===== config.mk =====
export PLATFORM = sky130hd
export DESIGN_NAME = redun_to_bin
export DESIGN_NICKNAME = d
export VERILOG_FILES = /design/src/rtl/redun_to_bin.sv
export SDC_FILE = /design/constraint.sdc
export NUM_CORES = 2
export LEC_CHECK = 0
export ABC_AREA = 1
export BUFFER_PORTS_ARGS = -buffer_cell sky130_fd_sc_hd__buf_2
export CELL_PAD_IN_SITES_DETAIL_PLACEMENT = 1
export CELL_PAD_IN_SITES_GLOBAL_PLACEMENT = 2
export CORE_ASPECT_RATIO = 0.6
export CORE_UTILIZATION = 29
export CTS_BUF_LIST = sky130_fd_sc_hd__clkbuf_4 sky130_fd_sc_hd__clkbuf_8 sky130_fd_sc_hd__clkbuf_16
export DETAILED_ROUTE_END_ITERATION = 16
export PLACE_DENSITY_LB_ADDON = 0.08
export SYNTH_ARGS = -nofsm -noshare
export SYNTH_HDL_FRONTEND = slang
export SYNTH_SLANG_ARGS = --single-unit

===== constraint.sdc =====
create_clock -name i_clk -period 5.3 [get_ports i_clk]
set_clock_uncertainty 0.2 [all_clocks]
set_input_delay 1.59 -clock i_clk [delete_from_list [all_inputs] [get_ports i_clk]]
set_output_delay 1.59 -clock i_clk [all_outputs]
set_load 0.05 [all_outputs]

===== src/rtl/redun_to_bin.sv =====
// redun_to_bin
// Converts one operand held in redundant form into plain binary and streams it
// out one WRD_BITS-wide word per beat, least-significant word first.
//
// Each stored word is RED_BITS wide, but word i carries weight 2^(WRD_BITS*i).
// The bits above WRD_BITS therefore overlap the next word. The block resolves
// them with a running carry as it walks the words from the bottom up.
//
// Ports
//   i_clk   in   1                    clock, rising edge
//   i_rst   in   1                    asynchronous active-high reset
//   i_red   in   NUM_WRDS*RED_BITS    redundant operand, word i at [i*RED_BITS +: RED_BITS]
//   i_val   in   1                    i_red valid
//   o_rdy   out  1                    block can accept an operand
//   o_dat   out  WRD_BITS             binary output word
//   o_val   out  1                    o_dat valid
//   i_rdy   in   1                    downstream accepts o_dat
//   o_sop   out  1                    current beat is word 0
//   o_eop   out  1                    current beat is word NUM_WRDS-1
//   o_ovf   out  1                    final carry nonzero (eop beat only)
//
// Every output comes straight from a flop. The next beat is pre-computed one
// cycle ahead, so i_val and i_rdy have no combinational path to any output.

module redun_to_bin #(
   parameter int NUM_WRDS = 65,
   parameter int WRD_BITS = 16,
   parameter int RED_BITS = 17
) (
   input  logic                         i_clk,
   input  logic                         i_rst,
   input  logic [NUM_WRDS*RED_BITS-1:0] i_red,
   input  logic                         i_val,
   output logic                         o_rdy,
   output logic [WRD_BITS-1:0]          o_dat,
   output logic                         o_val,
   input  logic                         i_rdy,
   output logic                         o_sop,
   output logic                         o_eop,
   output logic                         o_ovf
);

   // The carry is one bit wider than the overlap between adjacent words. This
   // lets word + carry shifted down by WRD_BITS always fit, so it never wraps.
   localparam int CAR_BITS = RED_BITS - WRD_BITS + 1;
   localparam int SUM_BITS = RED_BITS + 1;
   localparam int IDX_BITS = (NUM_WRDS > 1) ? $clog2(NUM_WRDS) : 1;

   localparam logic [IDX_BITS-1:0] LAST_IDX = IDX_BITS'(NUM_WRDS - 1);
   localparam logic [IDX_BITS-1:0] IDX_ONE  = IDX_BITS'(1);

   typedef enum logic {
      ST_IDLE = 1'b0,
      ST_SEND = 1'b1
   } state_t;

   state_t                        state_q, state_d;
   logic [IDX_BITS-1:0]           idx_q, idx_d;
   logic [CAR_BITS-1:0]           carry_q, carry_d;
   logic [CAR_BITS-1:0]           cnext_q, cnext_d;
   logic [NUM_WRDS*RED_BITS-1:0]  op_q, op_d;
   logic                          o_rdy_q, o_rdy_d;
   logic                          o_val_q, o_val_d;
   logic [WRD_BITS-1:0]           o_dat_q, o_dat_d;
   logic                          o_sop_q, o_sop_d;
   logic                          o_eop_q, o_eop_d;
   logic                          o_ovf_q, o_ovf_d;

   logic                          hs;
   logic                          load_beat;
   logic [RED_BITS-1:0]           nxt_word;
   logic [SUM_BITS-1:0]           nxt_sum;

   assign hs = o_val_q & i_rdy;

   // Next-state logic.
   // The FSM decides which word and carry the next beat uses. Then the beat
   // itself is computed from those next values, so the output flops load the
   // finished word together with the state change.
   // cnext_q holds the carry-out of the beat currently on the outputs.
   // A handshake simply moves cnext_q into carry_q.
   always_comb begin
      state_d   = state_q;
      idx_d     = idx_q;
      carry_d   = carry_q;
      cnext_d   = cnext_q;
      op_d      = op_q;
      o_rdy_d   = o_rdy_q;
      o_val_d   = o_val_q;
      o_dat_d   = o_dat_q;
      o_sop_d   = o_sop_q;
      o_eop_d   = o_eop_q;
      o_ovf_d   = o_ovf_q;
      load_beat = 1'b0;

      case (state_q)
         ST_IDLE: begin
            if (i_val) begin
               op_d      = i_red;
               state_d   = ST_SEND;
               idx_d     = '0;
               carry_d   = '0;
               o_rdy_d   = 1'b0;
               o_val_d   = 1'b1;
               load_beat = 1'b1;
            end
         end
         ST_SEND: begin
            if (hs) begin
               carry_d = cnext_q;
               if (idx_q == LAST_IDX) begin
                  state_d = ST_IDLE;
                  idx_d   = '0;
                  o_rdy_d = 1'b1;
                  o_val_d = 1'b0;
                  o_sop_d = 1'b0;
                  o_eop_d = 1'b0;
                  o_ovf_d = 1'b0;
               end else begin
                  idx_d     = idx_q + IDX_ONE;
                  load_beat = 1'b1;
               end
            end
         end
         default: begin
            state_d = ST_IDLE;
            idx_d   = '0;
            o_rdy_d = 1'b1;
            o_val_d = 1'b0;
         end
      endcase

      nxt_word = op_d[int'(idx_d) * RED_BITS +: RED_BITS];
      nxt_sum  = {1'b0, nxt_word} + {{WRD_BITS{1'b0}}, carry_d};

      if (load_beat) begin
         o_dat_d = nxt_sum[WRD_BITS-1:0];
         cnext_d = nxt_sum[SUM_BITS-1:WRD_BITS];
         o_sop_d = (idx_d == '0);
         o_eop_d = (idx_d == LAST_IDX);
         o_ovf_d = (idx_d == LAST_IDX) && (cnext_d != '0);
      end
   end

   // Control, carry and output registers.
   // Reset drops back to IDLE at once and abandons any frame in flight.
   always_ff @(posedge i_clk or posedge i_rst) begin
      if (i_rst) begin
         state_q <= ST_IDLE;
         idx_q   <= '0;
         carry_q <= '0;
         cnext_q <= '0;
         o_rdy_q <= 1'b1;
         o_val_q <= 1'b0;
         o_dat_q <= '0;
         o_sop_q <= 1'b0;
         o_eop_q <= 1'b0;
         o_ovf_q <= 1'b0;
      end else begin
         state_q <= state_d;
         idx_q   <= idx_d;
         carry_q <= carry_d;
         cnext_q <= cnext_d;
         o_rdy_q <= o_rdy_d;
         o_val_q <= o_val_d;
         o_dat_q <= o_dat_d;
         o_sop_q <= o_sop_d;
         o_eop_q <= o_eop_d;
         o_ovf_q <= o_ovf_d;
      end
   end

   // The operand store is a wide datapath register with no reset.
   // It is only read after an accept has loaded it.
   always_ff @(posedge i_clk) begin
      op_q <= op_d;
   end

   assign o_rdy = o_rdy_q;
   assign o_val = o_val_q;
   assign o_dat = o_dat_q;
   assign o_sop = o_sop_q;
   assign o_eop = o_eop_q;
   assign o_ovf = o_ovf_q;

endmodule

After elaboration in Yosys (flattened, before gate mapping)
Cells that the tools add are included.
- add/sub/neg operators: 2
- multipliers: 1
- equality and inequality tests: 5
- shift-type cells: 1
- multiplexer cells: 27
- bitwise gates (word level): 2
- reductions and logical operators: 8
- operators by type and width (cell ; count):
    $mux W1105 ; 2
    $shiftx A1105 B13 Y17 ; 1
    $mux W7 ; 3
    $add A17 B2 Y18 ; 1
    $eq A7 B7 Y1 const B ; 2
    $mux W1 ; 14
    $pmux W7 S2 ; 1
    $mul A7 B5 Y12 const B ; 1
    $pmux W1 S2 ; 4
    $reduce_bool A2 Y1 ; 4
    $add A7 B1 Y7 const B ; 1
    $logic_not A7 Y1 ; 1
    $reduce_and A3 Y1 ; 2
    $mux W2 ; 2
    $ne A2 B1 Y1 const B ; 2
    $pmux W2 S2 ; 1
    $ne A2 B2 Y1 const B ; 1
    $and A1 B1 Y1 ; 1
    $logic_and A1 B1 Y1 ; 1
    $not A1 Y1 ; 1
- flip-flop bits (word level): 1138
- input port bits: 1109
- output and inout bits: 21
- logic and storage cells: 57

Longest topological paths before layout
- depth after elaboration: 10
- mapped depth: 31
- gate-level depth less buffers: 27

Worst setup path before layout
No wires, ideal clock.
- path type: input to register
- start: input port i_rdy
- end: register o_ovf_q, in the netlist o_ovf
- library setup time: 0.118 ns
- arrival: 4.908 ns
- required time: 4.982 ns
- path slack: 0.074 ns
- cell stages on the path: 26
- path buffers: 4
- path through: nand2_1 -> inv_1 -> nand2_1 -> nand2_1 -> o21ai_4 -> inv_2 -> buf_2 -> clkbuf_1 -> buf_2 -> buf_1 -> nand3_1 -> nand3_1 -> o211ai_1 -> nand2_1 -> a21oi_1 -> a32o_1 -> ha_1 -> fa_1 -> nand2_1 -> nor2_1 -> nand2_1 -> nor2_1 -> nand2_1 -> nand3_1 -> nand2_1 -> nand2_1
- longest elaborated chain between the ends: 9
- elaborated cells between the ends (all ways): 18
- classes of those cells: 1 x add/sub; 1 x mul; 1 x eq/ne; 1 x shift; 7 x mux; 1 x bitwise; 6 x reduce/logical
- ends and longest elaborated chain (what ; line ; source):
    start, declared ; 37 ; input logic i_rdy,
    $and A1 B1 Y1 * ; 74 ; assign hs = o_val_q & i_rdy;
    $mux W7 ; 109 ; if (hs) begin
    $pmux W7 S2 ; 96 ; case (state_q)
    $mul A7 B5 Y12 ; 133 ; nxt_word = op_d[int'(idx_d) * RED_BITS +: RED_BITS];
    $shiftx A1105 B13 Y17 ; 133 ;
    $add A17 B2 Y18 ; 134 ; nxt_sum = {1'b0, nxt_word} + {{WRD_BITS{1'b0}}, carry_d};
    $reduce_bool A2 Y1 ; 141 ; o_ovf_d = (idx_d == LAST_IDX) && (cnext_d != '0);
    $logic_and A1 B1 Y1 ; 141 ;
    $mux W1 ; 136 ; if (load_beat) begin
    end signal, assigned ; 169 ; o_ovf_q <= o_ovf_d;
    end, declared ; 67 ; logic o_ovf_q, o_ovf_d;
Mark *: on every way between the ends. The rest lies on a longest branch, timed or not.
A chain may end at the register's enable or synchronous reset.

Worst setup path in the final report
- start: input port i_rdy
- end: register cnext_q[1]
- longest elaborated chain between the ends: 6
- elaborated cells between the ends (all ways): 10
- classes of those cells: 1 x add/sub; 1 x mul; 1 x shift; 6 x mux; 1 x bitwise
- ends and longest elaborated chain (what ; line ; source):
    $and A1 B1 Y1 * ; 74 ;
    $mux W7 ; 109 ;
    $pmux W7 S2 ; 96 ;
    $mul A7 B5 Y12 ; 133 ;
    $shiftx A1105 B13 Y17 ; 133 ;
    $add A17 B2 Y18 ; 134 ;
    end signal, assigned ; 163 ; cnext_q <= cnext_d;
    end, declared ; 60 ; logic [CAR_BITS-1:0] cnext_q, cnext_d;
Marks and branches as above.

==> flow_summary.json <==
{
  "status": "finished, final reports clean",
  "fill_cells": 21630,
  "die_x_microns": 538.8,
  "antenna_left": 0,
  "clk_pin_slew_ps": 70,
  "final.min_clock_period_ps": 5006,
  "vias": 52870,
  "r2r_cells": 23,
  "grt_pass1_vias": 52980,
  "post_drt_wl_per_cell_microns": 23.91,
  "synthCells": 7386,
  "grt_setup_unrepaired": "false",
  "drc": 0,
  "setup_viol": 0,
  "final_util_pct": 37.87,
  "port_buffers": 1129,
  "finalMaxSlewViolations": 0,
  "hold_violations": 0,
  "hold_slack_ps": 253.2,
  "start_kind": "input pin",
  "cp_cell_sequence": "buf_2 > nand2_2 > inv_1 > nand2_1 > nand2_1 > o21ai_4 > buf_4 > buf_12 > nand3_1 > nand3_1 > nand3_1 > nand3_1 > nand3_1 > nand2_1 > nand2_1 > nand2_1 > nand2_1 > inv_1 > nand3_2 > nor2_4 > nand3_1 > buf_4 > a21oi_1",
  "hpwl_microns": 203900,
  "worstSetupPathDepth": 23,
  "post_cts_buffers": 0,
  "drv_cap": 0,
  "drtIter0Drc": 3788,
  "grt_overflow": 0,
  "crit_slowest_cell": "nand3_1",
  "critPathMaxFanout": 56,
  "synthToLayoutAreaGrowth_pct": 28.91,
  "finalNetCount": 9641,
  "synth_edf_count": 0,
  "die_y_microns": 324.1,
  "synth_cell_type_count": 44,
  "timing.final.crit_share_pct": 94.45,
  "peakVddDrop_v": 0.0002839,
  "synth_seq_cells": 1138,
  "critPathBufInv": 6,
  "hold_class": "flop to flop",
  "syn_area_sq_um": 50140,
  "die-area_sq_um": 174600,
  "io_pins": 1130,
  "gp_congestion": 0.8811,
  "yosys_warnings": 0,
  "initial_core_util_pct": 29.38,
  "async_flop_share_pct": 2.900,
  "holdPathStages": 2,
  "leakage_nw": 33.58,
  "ys_seq_area_share_pct": 45.77,
  "max_stage_delay_ps": 280,
  "viasPerCell": 4.845,
  "cts_hold_buf": 0,
  "rows": 117,
  "worst_setup_path_end_kind": "flop",
  "insertion_delay_ps": 760,
  "worstMarginPinSlew_ps": 876.3,
  "h-tree-depth": 3,
  "crit_family": "simple AND/OR/NAND/NOR gates",
  "cts_tree": "done",
  "syn-num-nets": 8500,
  "antenna_found_initial": 85,
  "clockRootBuffer": "clkbuf_16",
  "synth_ff_type": "dfxtp_1",
  "track_usage_pct": 28.83,
  "seq_area_sq_um": 22950,
  "fmax_mhz": 199.8,
  "cp.required_ps": 5770,
  "drt_first_pass_iters": 5,
  "grt_max_degree": 76,
  "syn_avg_cell_area_sq_um": 6.789,
  "p_per_area_nw_per_um2": 293.1,
  "grt_pass1_wl_microns": 368600,
  "slew_headroom_pct": 41.51,
  "routed_wl_microns": 260900,
  "multi_input_area_sq_um": 22870,
  "cts_buffers": 119,
  "drive_above_1_share_pct": 22.64,
  "clock_path_buffers": 3,
  "path_class": "input pin to flop",
  "core_area_sq_um": 170700,
  "crit_arrival_ps": 5470,
  "cts_sinks": 1138
}
[cells in the final DEF (no fill, tap or decap), drive strengths merged]
master    instances
dfxtp          1105
fa                1
nor2             54
dfstp             1
nand3          1070
nand2          3317
nand4             2
ha                4
clkinvlp          7
a221oi            1
a221o             1
xnor2             4
a32o             15
o31ai             1
o211ai           57
bufinv           24
or2             214
inv             524
clkbuf          161
a21o              1
o221ai            1
mux2i            21
o22ai             8
a31oi             3
diode            22
dfrtp            32
buf            1518
nand3b            1
clkinv           23
xor2             10
a22oi             1
o22a              2
o21ai           397
a21oi            46
nor3              2
[synth_stat cells, drive strengths merged (15+ instances only)]
library cell	count	share of area, %
dfrtp	32	1.6
mux2i	21	0.42
or2	214	2.7
buf	394	4.2
nand2	3317	25
o211ai	57	0.85
nor2	54	0.45
dfxtp	1105	44
o21ai	397	4.0
nand3	1070	11
inv	515	3.9
a32o	15	0.30
a21oi	46	0.46
clkbuf	104	0.78
[repair_timing]
action,CTS,global route
setup endpoints to repair,0,6
gates resized for setup,0,2
endpoints found under the hold margin,0,0
[per-layer routing]
metal  vias to the layer above  GRT usage [%]  share of wire (%)
met3                       362          3.999                4.7
met4                        42          8.723                2.8
li1                      25460              -                  -
met1                     25660          40.22                 47
met5                         -              0              0.097
met2                      1348          45.99                 45
[worst reg2reg max path, stage by stage (launching register included)]
cell and delay, ps:
dfrtp_1 490, inv_1 140, ha_1 220, nand2_1 70, inv_1 40, nand3_1 200, nor2_1 100, nor2_1 380
nand2_1 180, o21ai_4 250, a221oi_1 120, buf_4 160, o21ai_0 440, nand2_1 100, a32o_1 330, ha_1 300
a21o_1 170, nand2_1 120, nor2_4 140, nand3_2 110, nor2_4 170, nand3_1 150, buf_4 170, a21oi_1 110
[logic make-up (layout without fill, tap and decap cells)]
| kind of cell | after synthesis | after routing | synth area share, % |
|---|---|---|---|
| other | 0 | 22 | 0 |
| AOI/OAI and AO/OA | 534 | 534 | 5.877 |
| muxes | 21 | 21 | 0.4192 |
| xor gates and xnor gates | 14 | 14 | 0.2445 |
| DFF | 1138 | 1138 | 45.77 |
| buffers and inverters | 1014 | 2257 | 8.814 |
| adders and majority gates | 5 | 5 | 0.1397 |
| and+or+nand+nor | 4660 | 4660 | 38.74 |
[power by group]
part / internal, mW / switching, mW
registers: 8.55 / 0.000443
clock network: 5.76 / 3.94
logic: 0.320 / 0.364
total: 14.6 / 4.30
[sequential cells by signal, summed over array words and instances (netlist names)]
| register | cells |
|---|---|
| o_ovf | 1 |
| o_sop | 1 |
| o_rdy | 1 |
| o_dat | 16 |
| state_q | 1 |
| op_q | 1105 |
| o_eop | 1 |
| idx_q | 7 |
| cnext_q | 2 |
| carry_q | 2 |
| o_val | 1 |
[per-stage QoR]
stage / setup slack (ps) / setup TNS [ps] / power, mW / cell area [sq um] / instances
after floorplan: 74.41 / 0 / 8.797 / 50140 / 7386
after global placement: -628.7 / -7482 / 9.436 / 60130 / 10670
after detailed placement: -718.5 / -8643 / 9.434 / 60130 / 10670
after CTS: 104.2 / 0 / 19.14 / 64570 / 10890
after global routing: 21.60 / 0 / 19.50 / 64620 / 10910
final: 294.4 / 0 / 18.94 / 64630 / 10910
[area by class of cell]
type                       count  share of cell area (%)
antenna                       22                 0.08518
clock inverter                62                   1.485
tap                         2261                   4.377
timing repair buffer        1518                   14.75
inverter                     516                   3.035
multi-input combinational   5234                   35.38
sequential                  1138                   35.50
clock buffer                 161                   5.385
[final timing paths]
check                      startpoint          to  slack (ps)
setup / recovery                i_rdy  cnext_q[1]         290
hold / removal              op_q[622]   op_q[622]         250
setup reg to reg             idx_q[0]  cnext_q[1]         360
hold reg to reg             op_q[622]   op_q[622]         250
max in group asynchronous       i_rst    o_dat[4]        3720
min in group asynchronous       i_rst    idx_q[1]         780
Note: power is estimated with default switching activity, not from simulation.
